`src/rtl/ccff_chain_loader.sv`:
```
// Configuration-chain loader: fetches bitstream words from a valid/ready source and
// shifts them LSB-first into a ccff chain of CHAIN_LEN bits, tracking tail parity.
module ccff_chain_loader #(
   parameter int WORD_W    = 8,
   parameter int CHAIN_LEN = 64
) (
   input  logic              prog_clk,
   input  logic              prog_rst_n,
   input  logic              start,
   input  logic              abort,
   input  logic [WORD_W-1:0] word_data,
   input  logic              word_valid,
   output logic              word_ready,
   output logic              ccff_head,
   output logic              ccff_shift_en,
   input  logic              ccff_tail,
   output logic              busy,
   output logic              done,
   output logic              tail_parity
);

   localparam int CW = $clog2(CHAIN_LEN + 1);
   localparam int WW = $clog2(WORD_W + 1);
   localparam logic [CW-1:0] CNT_LAST  = CW'(CHAIN_LEN - 1);
   localparam logic [WW-1:0] WBIT_LAST = WW'(WORD_W - 1);

   typedef enum logic [1:0] {IDLE, FETCH, SHIFT, DONE} state_t;

   state_t            state_q, state_d;
   logic [CW-1:0]     cnt_q, cnt_d;
   logic [WW-1:0]     wbit_q, wbit_d;
   logic [WORD_W-1:0] sreg_q, sreg_d;
   logic              parity_q, parity_d;
   logic              shift_en;
   logic              xfer;

   always_ff @(posedge prog_clk or negedge prog_rst_n) begin
      if (!prog_rst_n) begin
         state_q <= IDLE;
      end else begin
         state_q <= state_d;
      end
   end

   // abort overrides every other transition; the chain-length limit wins over a word boundary
   always_comb begin
      state_d = state_q;
      if (abort) begin
         state_d = IDLE;
      end else begin
         case (state_q)
            IDLE:    if (start) state_d = FETCH;
            FETCH:   if (word_valid) state_d = SHIFT;
            SHIFT: begin
               if (cnt_q == CNT_LAST)        state_d = DONE;
               else if (wbit_q == WBIT_LAST) state_d = FETCH;
            end
            DONE:    state_d = IDLE;
            default: state_d = IDLE;
         endcase
      end
   end

   always_comb begin
      word_ready    = (state_q == FETCH) && !abort;
      shift_en      = (state_q == SHIFT) && !abort;
      ccff_shift_en = shift_en;
      ccff_head     = shift_en & sreg_q[0];
      busy          = (state_q != IDLE);
      done          = (state_q == DONE);
      tail_parity   = parity_q;
   end

   assign xfer = word_ready && word_valid;

   always_comb begin
      cnt_d    = cnt_q;
      wbit_d   = wbit_q;
      sreg_d   = sreg_q;
      parity_d = parity_q;
      if ((state_q == IDLE) && start && !abort) begin
         cnt_d    = '0;
         parity_d = 1'b0;
      end
      if (xfer) begin
         sreg_d = word_data;
         wbit_d = '0;
      end
      if (shift_en) begin
         sreg_d   = sreg_q >> 1;
         wbit_d   = wbit_q + 1'b1;
         cnt_d    = cnt_q + 1'b1;
         parity_d = parity_q ^ ccff_tail;
      end
   end

   always_ff @(posedge prog_clk or negedge prog_rst_n) begin
      if (!prog_rst_n) begin
         cnt_q    <= '0;
         wbit_q   <= '0;
         sreg_q   <= '0;
         parity_q <= 1'b0;
      end else begin
         cnt_q    <= cnt_d;
         wbit_q   <= wbit_d;
         sreg_q   <= sreg_d;
         parity_q <= parity_d;
      end
   end

endmodule
```
`config.mk`:
```
export PLATFORM = sky130hd
export DESIGN_NAME = ccff_chain_loader
export DESIGN_NICKNAME = d
export VERILOG_FILES = /design/src/rtl/ccff_chain_loader.sv
export SDC_FILE = /design/constraint.sdc
export NUM_CORES = 1
export LEC_CHECK = 0
export BUFFER_PORTS_ARGS = -buffer_cell sky130_fd_sc_hd__buf_4
export CAP_MARGIN = 20
export CORE_ASPECT_RATIO = 1.25
export CORE_MARGIN = 2
export CORE_UTILIZATION = 50
export DETAILED_ROUTE_END_ITERATION = 8
export HOLD_SLACK_MARGIN = 0.08
export PLACE_DENSITY = 0.7
export REMOVE_ABC_BUFFERS = 1
export SLEW_MARGIN = 20
export SYNTH_ARGS = -nofsm -noshare
export SYNTH_HDL_FRONTEND = slang
export SYNTH_SLANG_ARGS = --single-unit
```
`constraint.sdc`:
```
create_clock -name prog_clk -period 3.1 [get_ports prog_clk]
set_input_delay 0.155 -clock prog_clk [delete_from_list [all_inputs] [get_ports prog_clk]]
set_output_delay 0.155 -clock prog_clk [all_outputs]
set_load 0.05 [all_outputs]
```
==> results of run 1 <==
## per-stage QoR
step	std cells	hold slack (ns)	setup WS [ns]	total power, mW
floorplan	106	-0.1406	0.9214	0.5625
global placement	157	0.05697	1.041	0.6174
detailed placement	157	0.06178	0.9865	0.6361
CTS	162	0.1029	0.9316	0.8548
global route	162	0.1354	0.8123	0.8997
finish	162	0.1076	0.9715	0.8440
## cell usage after synthesis, types with 2 or more instances
cell type	instances	area share (%)
nor2b_1	2	1.0
dfrtp_1	22	46
and3_1	3	1.6
o41ai_1	2	1.5
nor3_1	2	0.83
ha_1	2	2.1
nand2b_1	5	2.6
mux2i_1	3	2.5
nand3b_1	2	1.2
mux2_2	12	11
nor4_1	2	1.0
a221o_1	2	1.7
a21oi_1	3	1.2
nand2_1	4	1.2
buf_2	3	1.2
inv_1	6	1.9
a211o_1	2	1.5
nor2_1	7	2.2
o21ai_0	3	1.2
nand3_1	2	0.83
a22o_1	4	2.9
## worst register-to-register path: stages, from the launching register on
cell     delay, ns
dfrtp_1       0.64
nor3b_4       0.70
mux2_2        0.41
mux2_2        0.26
## final cells by class
type,instances,share of cell area [%]
multi-input combinational,78,42.19
sequential,22,38.60
timing repair buffer,21,11.23
tap,31,2.719
clock inverter,1,2.105
clock buffer,3,1.579
inverter,6,1.579
## timing repair
| item | CTS | global route |
|---|---|---|
| gates resized for setup | 0 | 0 |
| hold endpoints to repair | 22 | 0 |
| setup buffers | 0 | 0 |
| hold buffers | 1 | 0 |
## power by group
| part | internal (mW) | switching, mW | leakage [nW] |
|---|---|---|---|
| Clock | 0.131 | 0.0884 | 0.0279 |
| Sequential | 0.366 | 0.0619 | 0.284 |
| Combinational | 0.104 | 0.0933 | 0.354 |
| Total | 0.600 | 0.244 | 0.666 |
## sequential cells by signal, indices dropped and copies added (netlist names)
register / flops
tail_parity: 1
wbit_q: 4
sreg_q: 8
state_q: 2
cnt_q: 7
## routing by layer
metal | global-route usage [%] | vias to the layer above | wire [um]
met4 | 5.792 | 0 | 29
met1 | 21.76 | 451 | 946
met5 | 0 | - | 0
met3 | 2.147 | 4 | 83
met2 | 33.33 | 17 | 1189
li1 | - | 448 | -
## worst paths after layout
check                                   endpoint  slack, ns  cells past startpoint
min in group asynchronous   cnt_q[4]$_DFFE_PN0P_       0.25                      2
min                        sreg_q[7]$_DFFE_PN0P_       0.11                      3
max reg2reg                sreg_q[2]$_DFFE_PN0P_       0.99                      3
max                                ccff_shift_en       0.97                      2
min reg2reg                wbit_q[0]$_DFFE_PN0P_       0.51                      1
max in group asynchronous   cnt_q[2]$_DFFE_PN0P_       2.62                      2
## logic make-up after synthesis
logic type	synth area share [%]
AOI/OAI and AO/OA	14.33
xor gates and xnor gates	0.7270
adders and majority gates	2.077
buffers and inverters	4.361
DFF	45.69
muxes	13.71
and+or+nand+nor	19.11
==> flow_summary.json, run 1 <==
{
  "clock_sinks": 22,
  "fmax_mhz": 469.8,
  "setup_tns_ns": 0,
  "rsz0062_at_grt": "no",
  "ys_seq_elements": 22,
  "antenna_found_initial": 0,
  "startpoint_type": "flip-flop",
  "rows": 19,
  "wirelength_um": 2248,
  "clock_latency_ns": 0.30,
  "drive_gt1_share_pct": 29.77,
  "die_x_um": 47.91,
  "ios": 20,
  "hold_path_class": "in2reg",
  "grt_pass1_wl_um": 3843,
  "syn_area_per_cell_sq_um": 10.86,
  "htreeDepth": 1,
  "synth_area_sq_um": 1205,
  "fin_nets": 148,
  "ir_drop_mv": 0.4705,
  "via_per_inst": 5.679,
  "ys_warn_count": 0,
  "yosysSeqAreaShare_pct": 45.69,
  "regArea_sq_um": 550.5,
  "synthDistinctLibCells": 39,
  "finalHoldViolations": 0,
  "drtAntennaViolNets": 0,
  "arrival_ns": 1.97,
  "slowest_stage": "nor3b_4",
  "final_cell_mix": "22 x dfrtp_1, 20 x buf_4, 12 x mux2_2",
  "num_vias": 920,
  "cp.buffers_inverters": 1,
  "tightest_slew_ns": 0.7184,
  "cp_data_required_time_ns": 2.94,
  "outcome": "complete, no violations",
  "die_height_um": 58.89,
  "synth_edf_count": 0,
  "drtIter0Drc": 17,
  "cts_buffers": 3,
  "port_buffers": 19,
  "setup-violations-final": 0,
  "grt_start_max_net_pins": 23,
  "ctsRootBufferMaster": "clkbuf_4",
  "finalCriticalPeriod_ns": 2.129,
  "drv_cap": 0,
  "worstPathMaxFanout": 17,
  "core-area_sq_um": 2235,
  "ys_async_sr_fraction_pct": 100.0,
  "grt_usage_pct": 18.48,
  "worstPathCellList": "nor3b_4, buf_4",
  "grt_pass1_vias": 927,
  "power_density_nw_per_um2": 591.7,
  "nFillCells": 215,
  "place_area_sq_um": 1364,
  "finalCritPeriodShare_pct": 68.66,
  "routedWlPerCell_um": 13.88,
  "min-delay-start": "word_data[7]",
  "start_util_pct": 53.92,
  "crit_family": "simple AND/OR/NAND/NOR gates",
  "dr.pass1.iters": 4,
  "netlist_instances": 111,
  "dieArea_sq_um": 2821,
  "clock_skew_ns": 0.005515,
  "max_stage_delay_ns": 0.70,
  "mostFrequentLayoutCell": "dfrtp_1",
  "critPathKind": "reg2out",
  "fin_util_pct": 63.83,
  "hpwl_um": 1676,
  "clkTransAtPathRegs_ns": 0.13,
  "slew_viol_final": 0,
  "area_delta_synth_final_pct": 18.38,
  "endpoint_kind": "output port",
  "slew_headroom_pct": 52.05,
  "drcViolationCount": 0,
  "power_leakage_nw": 0.6656,
  "startpoint": "state_q[1]$_DFFE_PN0P_",
  "multi_input_area_sq_um": 601.8,
  "r2r_start": "state_q[1]$_DFFE_PN0P_",
  "design_area_sq_um": 1426,
  "cts_tree": "yes",
  "cts_buffer_depth": 2,
  "gp_congestion": 0.8315,
  "antenna_cells": 0,
  "overflow": 0,
  "ys.flop_type": "dfrtp_1"
}
(Power assumes the default switching activity.)
==> run 2: changes to the inputs <==
ABC_AREA = 1   (was not set)
CORE_UTILIZATION = 49   (was 50)
PLACE_DENSITY = 0.72   (was 0.7)
clock period = 1.9 ns   (was 3.1 ns; I/O delays follow)
==> run 2 against run 1 <==
  * Clock power down 3%
  * Cell area unchanged
  * Clock skew down 0.0014 ns
  * Sequential power up 68%
  * Wire length up 3.4%
  * Count of clock-buffer cells in the layout unchanged
  * Critical path depth up 2
  * Global-route usage down 0.29 points
  * First-iteration DRC count unchanged
  * Register-to-register slack worse by 0.67 ns
  * Setup slack worse by 0.76 ns
  * Largest power group unchanged
  * Critical path type unchanged
  * Sequential cell count unchanged
==> flow_summary.json, run 2 <==
{
  "outcome": "complete, no violations",
  "synth_edf_count": 0,
  "p_comb_share_pct": 38.5,
  "finalWorstSetupSlack_ns": 0.2095,
  "startpoint_type": "flip-flop",
  "hpwl_um": 1659,
  "r2r_cells": 4,
  "p_sw_mw": 0.6109,
  "min-delay-start": "word_data[2]",
  "endpoint_kind": "output port",
  "synth-simple-area-share_pct": 24.56,
  "synth_compound_gate_area_share_pct": 14.61,
  "ys_async_sr_fraction_pct": 100.0,
  "grt_usage_pct": 18.19,
  "area_delta_synth_final_pct": 18.13,
  "drtAntennaViolNets": 0,
  "clock_sinks": 22,
  "drive_gt1_share_pct": 19.65,
  "grt_pass1_vias": 988,
  "syn_area_per_cell_sq_um": 8.103,
  "finalCriticalPeriod_ns": 1.691,
  "cp_data_required_time_ns": 1.80,
  "fmax_mhz": 591.5,
  "wirelength_um": 2325,
  "synthTopCellsByCount": "39 x nand2_1, 22 x dfrtp_1, 22 x inv_1, 14 x o21ai_0, 12 x nand3_1",
  "cts_buffers": 3,
  "power_density_nw_per_um2": 1064,
  "cts_buffer_depth": 2,
  "drtIter0Drc": 17,
  "synthDistinctLibCells": 21,
  "num_vias": 1018,
  "startpoint": "state_q[0]$_DFFE_PN0P_",
  "cts_tree": "yes",
  "dieArea_sq_um": 2880,
  "drv_cap": 0,
  "worstPathMaxFanout": 25,
  "clock_skew_ns": 0.004072,
  "rr_endpoint": "sreg_q[7]$_DFFE_PN0P_",
  "r2r_start": "state_q[1]$_DFFE_PN0P_",
  "synth_area_leaders": "dfrtp_1 46%, nand2_1 12%, inv_1 6.8%",
  "synthAdderAreaFrac_pct": 2.073,
  "rows": 20,
  "hold_path_class": "in2reg",
  "r2r_slack_ns": 0.32,
  "clock_latency_ns": 0.31,
  "seq_power_share_pct": 47.5,
  "layout.cells.non_filler": 206,
  "routedWlPerCell_um": 11.29,
  "synth_top_family_by_area": "simple AND/OR/NAND/NOR gates",
  "largest_reg_flops": 8,
  "core-area_sq_um": 2377,
  "start_util_pct": 50.79,
  "yosysMostFrequentCell": "nand2_1",
  "ys_warn_count": 0,
  "via_per_inst": 4.942,
  "clkPwrFrac_pct": 14.0,
  "top_register": "sreg_q",
  "die_x_um": 48.40,
  "tightest_slew_ns": 0.4929,
  "post-cts-setup-buffer-count": 0,
  "arrival_ns": 1.60,
  "port_buffers": 19,
  "top_regs": "sreg_q (8), cnt_q (7), wbit_q (4)",
  "finalCritPeriodShare_pct": 88.97,
  "slew_viol_final": 0,
  "total_power_mw": 1.518,
  "dr.pass1.iters": 4,
  "mostFrequentLayoutCell": "nand2_1",
  "critPathKind": "reg2out",
  "internal_power_mw": 0.9066,
  "synth_area_sq_um": 1207,
  "fin_nets": 191,
  "setup_tns_ns": 0,
  "overflow": 0,
  "endpoint": "ccff_shift_en",
  "htreeDepth": 1,
  "swShare_pct": 40.26,
  "power_leakage_nw": 0.7460,
  "ios": 20,
  "hold_ws_ns": 0.08853,
  "synth_xor_area_share_pct": 2.902,
  "grt_pass1_wl_um": 4008,
  "setup-violations-final": 0,
  "finalHoldViolations": 0,
  "die_height_um": 59.50,
  "antenna_found_initial": 0,
  "ir_drop_mv": 0.6151,
  "muxShareOfSynthArea_pct": 0,
  "gp_congestion": 0.8100,
  "synth_top_area_cell": "dfrtp_1",
  "synth_top_area_share_pct": 45.60,
  "netlist_instances": 149,
  "antenna_cells": 0,
  "final_cell_mix": "39 x nand2_1, 22 x inv_1, 22 x dfrtp_1",
  "drcViolationCount": 0,
  "ys.flop_type": "dfrtp_1",
  "clkTransAtPathRegs_ns": 0.12,
  "slew_headroom_pct": 66.92,
  "rsz0062_at_grt": "no",
  "yosysSeqAreaShare_pct": 45.60,
  "grt_start_max_net_pins": 26,
  "place_ws_ns": 0.5534,
  "placed_cells": 198,
  "ys_seq_elements": 22,
  "ctsRootBufferMaster": "clkbuf_4"
}
-- run 2: changes by cell type in the layout (fill, tap and decap cells not counted), sizes merged, moves of 4 or more --
cell and change:
nand2 +38, o21ai +21, inv +17, mux2 -12, nand3 +10, nand2b -5
dlygate4sd3 +4
-- run 2: worst min-delay path by stage --
| stage | end | cells past startpoint |
|---|---|---|
| after global routing | state_q[0]$_DFFE_PN0P_ | 4 |
| after detailed placement | tail_parity$_DFFE_PN0P_ | 1 |
| after floorplan | cnt_q[0]$_DFFE_PN0P_ | 0 |
| after global placement | cnt_q[2]$_DFFE_PN0P_ | 1 |
| after CTS | sreg_q[3]$_DFFE_PN0P_ | 5 |
| final | sreg_q[2]$_DFFE_PN0P_ | 5 |
-- run 2: through the flow --
| stage | area [sq um] | utilization, % |
|---|---|---|
| after global routing | 1426 | 60.00 |
| final | 1426 | 60.00 |
| after CTS | 1426 | 60.00 |
| after detailed placement | 1354 | 56.95 |
| after floorplan | 1170 | - |
| after global placement | 1354 | 56.95 |
-- run 2: layout make-up --
cell class	instances	area (sq um)
fill	220	950.9
tap	33	41.29
inverter	23	86.33
sequential	22	550.5
clock buffer	3	22.52
multi-input combinational	101	533.0
timing repair buffer	24	192.7
-- run 2: power by group through the flow --
stage / Clock, mW / Combinational (mW) / Sequential, mW
after floorplan: 0 / 0.405 / 0.738
after global placement: 0 / 0.564 / 0.722
after detailed placement: 0 / 0.580 / 0.730
after CTS: 0.220 / 0.590 / 0.719
after global routing: 0.237 / 0.658 / 0.735
final: 0.213 / 0.584 / 0.720
-- run 2: worst max-delay path: stages (launching register included) --
cell and delay, ns:
dfrtp_1 0.44, nor2_2 0.21, nand2_4 0.20, inv_2 0.20, buf_4 0.23
-- run 2: metal layers --
metal,wire (um),global-route usage [%],part of all wire [%]
met1,1015,19.02,44
met4,28,8.571,1.2
met5,0,0,0
met3,62,3.030,2.7
met2,1218,35.71,52
-- run 2: cell families (layout without fill, tap and decap cells) --
| kind of cell | Yosys count | count (layout) |
|---|---|---|
| simple gates | 65 | 65 |
| compound gates | 30 | 30 |
| buf+inv | 26 | 50 |
| flops | 22 | 22 |
| xor+xnor | 4 | 4 |
| fa+ha+maj | 2 | 2 |
-- run 2: what timing repair did --
item | 4_1_cts | 5_1_grt
endpoints found under the hold margin | 25 | 0
hold buffers | 5 | 0
resized for setup | 0 | 0
==> run 3: changes to the inputs <==
==> constraint.sdc (replaced) <==
create_clock -name prog_clk -period 1.9 [get_ports prog_clk]
set_input_delay 0 -clock prog_clk [delete_from_list [all_inputs] [get_ports prog_clk]]
set_output_delay 0 -clock prog_clk [all_outputs]
set_load 0.05 [all_outputs]
==> run 3 against run 2 <==
  * Critical path depth is the same
  * Via count grew 5.5%
  * Worst hold slack gained 0.0058 ns
  * First-iteration DRC count grew 71%
  * Combinational power grew 4.3%
  * Sequential power is essentially flat
  * Wire length grew 4.7%
  * Maximum frequency grew 4.5%
  * Critical endpoint unchanged
  * Sequential cell count is the same
  * Highest routed layer unchanged
  * Total power grew 5.1%
  * Clock power grew 26%
==> flow_summary.json, run 3 (synthesis gave the netlist of run 2 again) <==
{
  "outcome": "complete, no violations",
  "finalCriticalPeriod_ns": 1.618,
  "drtIter0Drc": 29,
  "multi_input_area_sq_um": 533.0,
  "slew_headroom_pct": 68.57,
  "r2r_cells": 4,
  "endpoint_kind": "output port",
  "ctsRootBufferMaster": "clkbuf_4",
  "htreeDepth": 1,
  "dieArea_sq_um": 2880,
  "mostFrequentLayoutCell": "nand2_1",
  "drt-met1-wl_um": 1027,
  "via_per_inst": 4.972,
  "finalCritPeriodShare_pct": 85.17,
  "core-area_sq_um": 2377,
  "fmax_mhz": 617.9,
  "overflow": 0,
  "die_height_um": 59.50,
  "grt_pass1_wl_um": 4360,
  "cp.buffers_inverters": 2,
  "wl_met3_um": 57,
  "hold_path_class": "in2async",
  "top_regs": "sreg_q (8), cnt_q (7), wbit_q (4)",
  "hold_ws_ns": 0.09432,
  "drcViolationCount": 0,
  "r2r_slack_ns": 0.29,
  "drive_gt1_share_pct": 19.13,
  "startpoint": "state_q[0]$_DFFE_PN0P_",
  "ios": 20,
  "fin_nets": 200,
  "top_layer_used": "met4",
  "drv_cap": 0,
  "cts_buffers": 3,
  "power_density_nw_per_um2": 1042,
  "cts_tree": "yes",
  "clkTransAtPathRegs_ns": 0.13,
  "rr_endpoint": "sreg_q[7]$_DFFE_PN0P_",
  "cp_data_required_time_ns": 1.90,
  "num_vias": 1074,
  "wirelength_um": 2435,
  "grt_usage_pct": 19.51,
  "cts_buffer_depth": 2,
  "hpwl_um": 1635,
  "dr_wl_met2_um": 1345,
  "final_cell_mix": "39 x nand2_1, 22 x inv_1, 22 x dfrtp_1",
  "largest_reg_flops": 8,
  "top_register": "sreg_q",
  "slew_viol_final": 0,
  "area_delta_synth_final_pct": 26.74,
  "grt_pass1_vias": 1051,
  "drtAntennaViolNets": 0,
  "clock_latency_ns": 0.31,
  "max_stage_delay_ns": 0.44,
  "setup_tns_ns": 0,
  "finalHoldViolations": 0,
  "post-cts-setup-buffer-count": 0,
  "arrival_ns": 1.62,
  "clock_sinks": 22,
  "setup-violations-final": 0,
  "clock_skew_ns": 0.004213,
  "power_leakage_nw": 0.7922,
  "total_power_mw": 1.594,
  "die_x_um": 48.40,
  "antenna_found_initial": 0,
  "tightest_slew_ns": 0.4683,
  "slowest_stage": "dfrtp_1",
  "start_util_pct": 50.79,
  "rows": 20,
  "port_buffers": 19,
  "r2r_start": "state_q[1]$_DFFE_PN0P_",
  "critPathKind": "reg2out",
  "cts_hold_buf": 14,
  "dr.pass1.iters": 5,
  "cts_resized": 0,
  "ir_drop_mv": 0.5949,
  "nFillCells": 220,
  "grt_start_max_net_pins": 26,
  "antenna_cells": 0,
  "crit_family": "flip-flops",
  "startpoint_type": "flip-flop",
  "regArea_sq_um": 550.5,
  "gp_congestion": 0.7887,
  "worstPathCellList": "nor2_2, nand2_4, inv_2, buf_4",
  "rsz0062_at_grt": "no",
  "worstPathMaxFanout": 25,
  "routedWlPerCell_um": 11.27
}
==> run 3: cell types whose count changed in the layout (fill, tap and decap cells not counted) <==
cell	change
dlygate4sd3_1	+9
clkbuf_8	+1
==> run 3: layout make-up <==
cell class | instances | area share [%]
tap | 33 | 2.698
sequential | 22 | 35.98
multi-input combinational | 101 | 34.83
clock buffer | 4 | 2.371
timing repair buffer | 33 | 18.48
inverter | 23 | 5.642
==> run 3: stage by stage <==
| stage | instance area (sq um) | utilization (%) | setup slack [ns] | std cells |
|---|---|---|---|---|
| floorplan | 1170 | - | 0.3518 | 146 |
| global placement | 1354 | 56.95 | 0.6008 | 198 |
| detailed placement | 1354 | 56.95 | 0.5455 | 198 |
| CTS | 1530 | 64.37 | 0.2886 | 216 |
| global route | 1530 | 64.37 | 0.1835 | 216 |
| finish | 1530 | 64.37 | 0.2817 | 216 |
==> run 3: worst max-delay path by stage <==
stage	cells after the start	end
after floorplan	4	sreg_q[7]$_DFFE_PN0P_
after global placement	5	sreg_q[1]$_DFFE_PN0P_
after detailed placement	7	state_q[1]$_DFFE_PN0P_
after CTS	4	ccff_shift_en
after global routing	4	ccff_shift_en
final	4	ccff_shift_en
==> run 3: routing by layer <==
| metal | GRT usage (%) | up-vias |
|---|---|---|
| met5 | 0 | - |
| met4 | 7.755 | 0 |
| met2 | 37.90 | 18 |
| met3 | 3.283 | 2 |
| met1 | 21.30 | 509 |
| li1 | - | 545 |
==> run 3: power breakdown <==
group          switching [mW]  internal [mW]
logic                   0.382          0.226
registers              0.0992          0.619
clock network           0.151          0.117
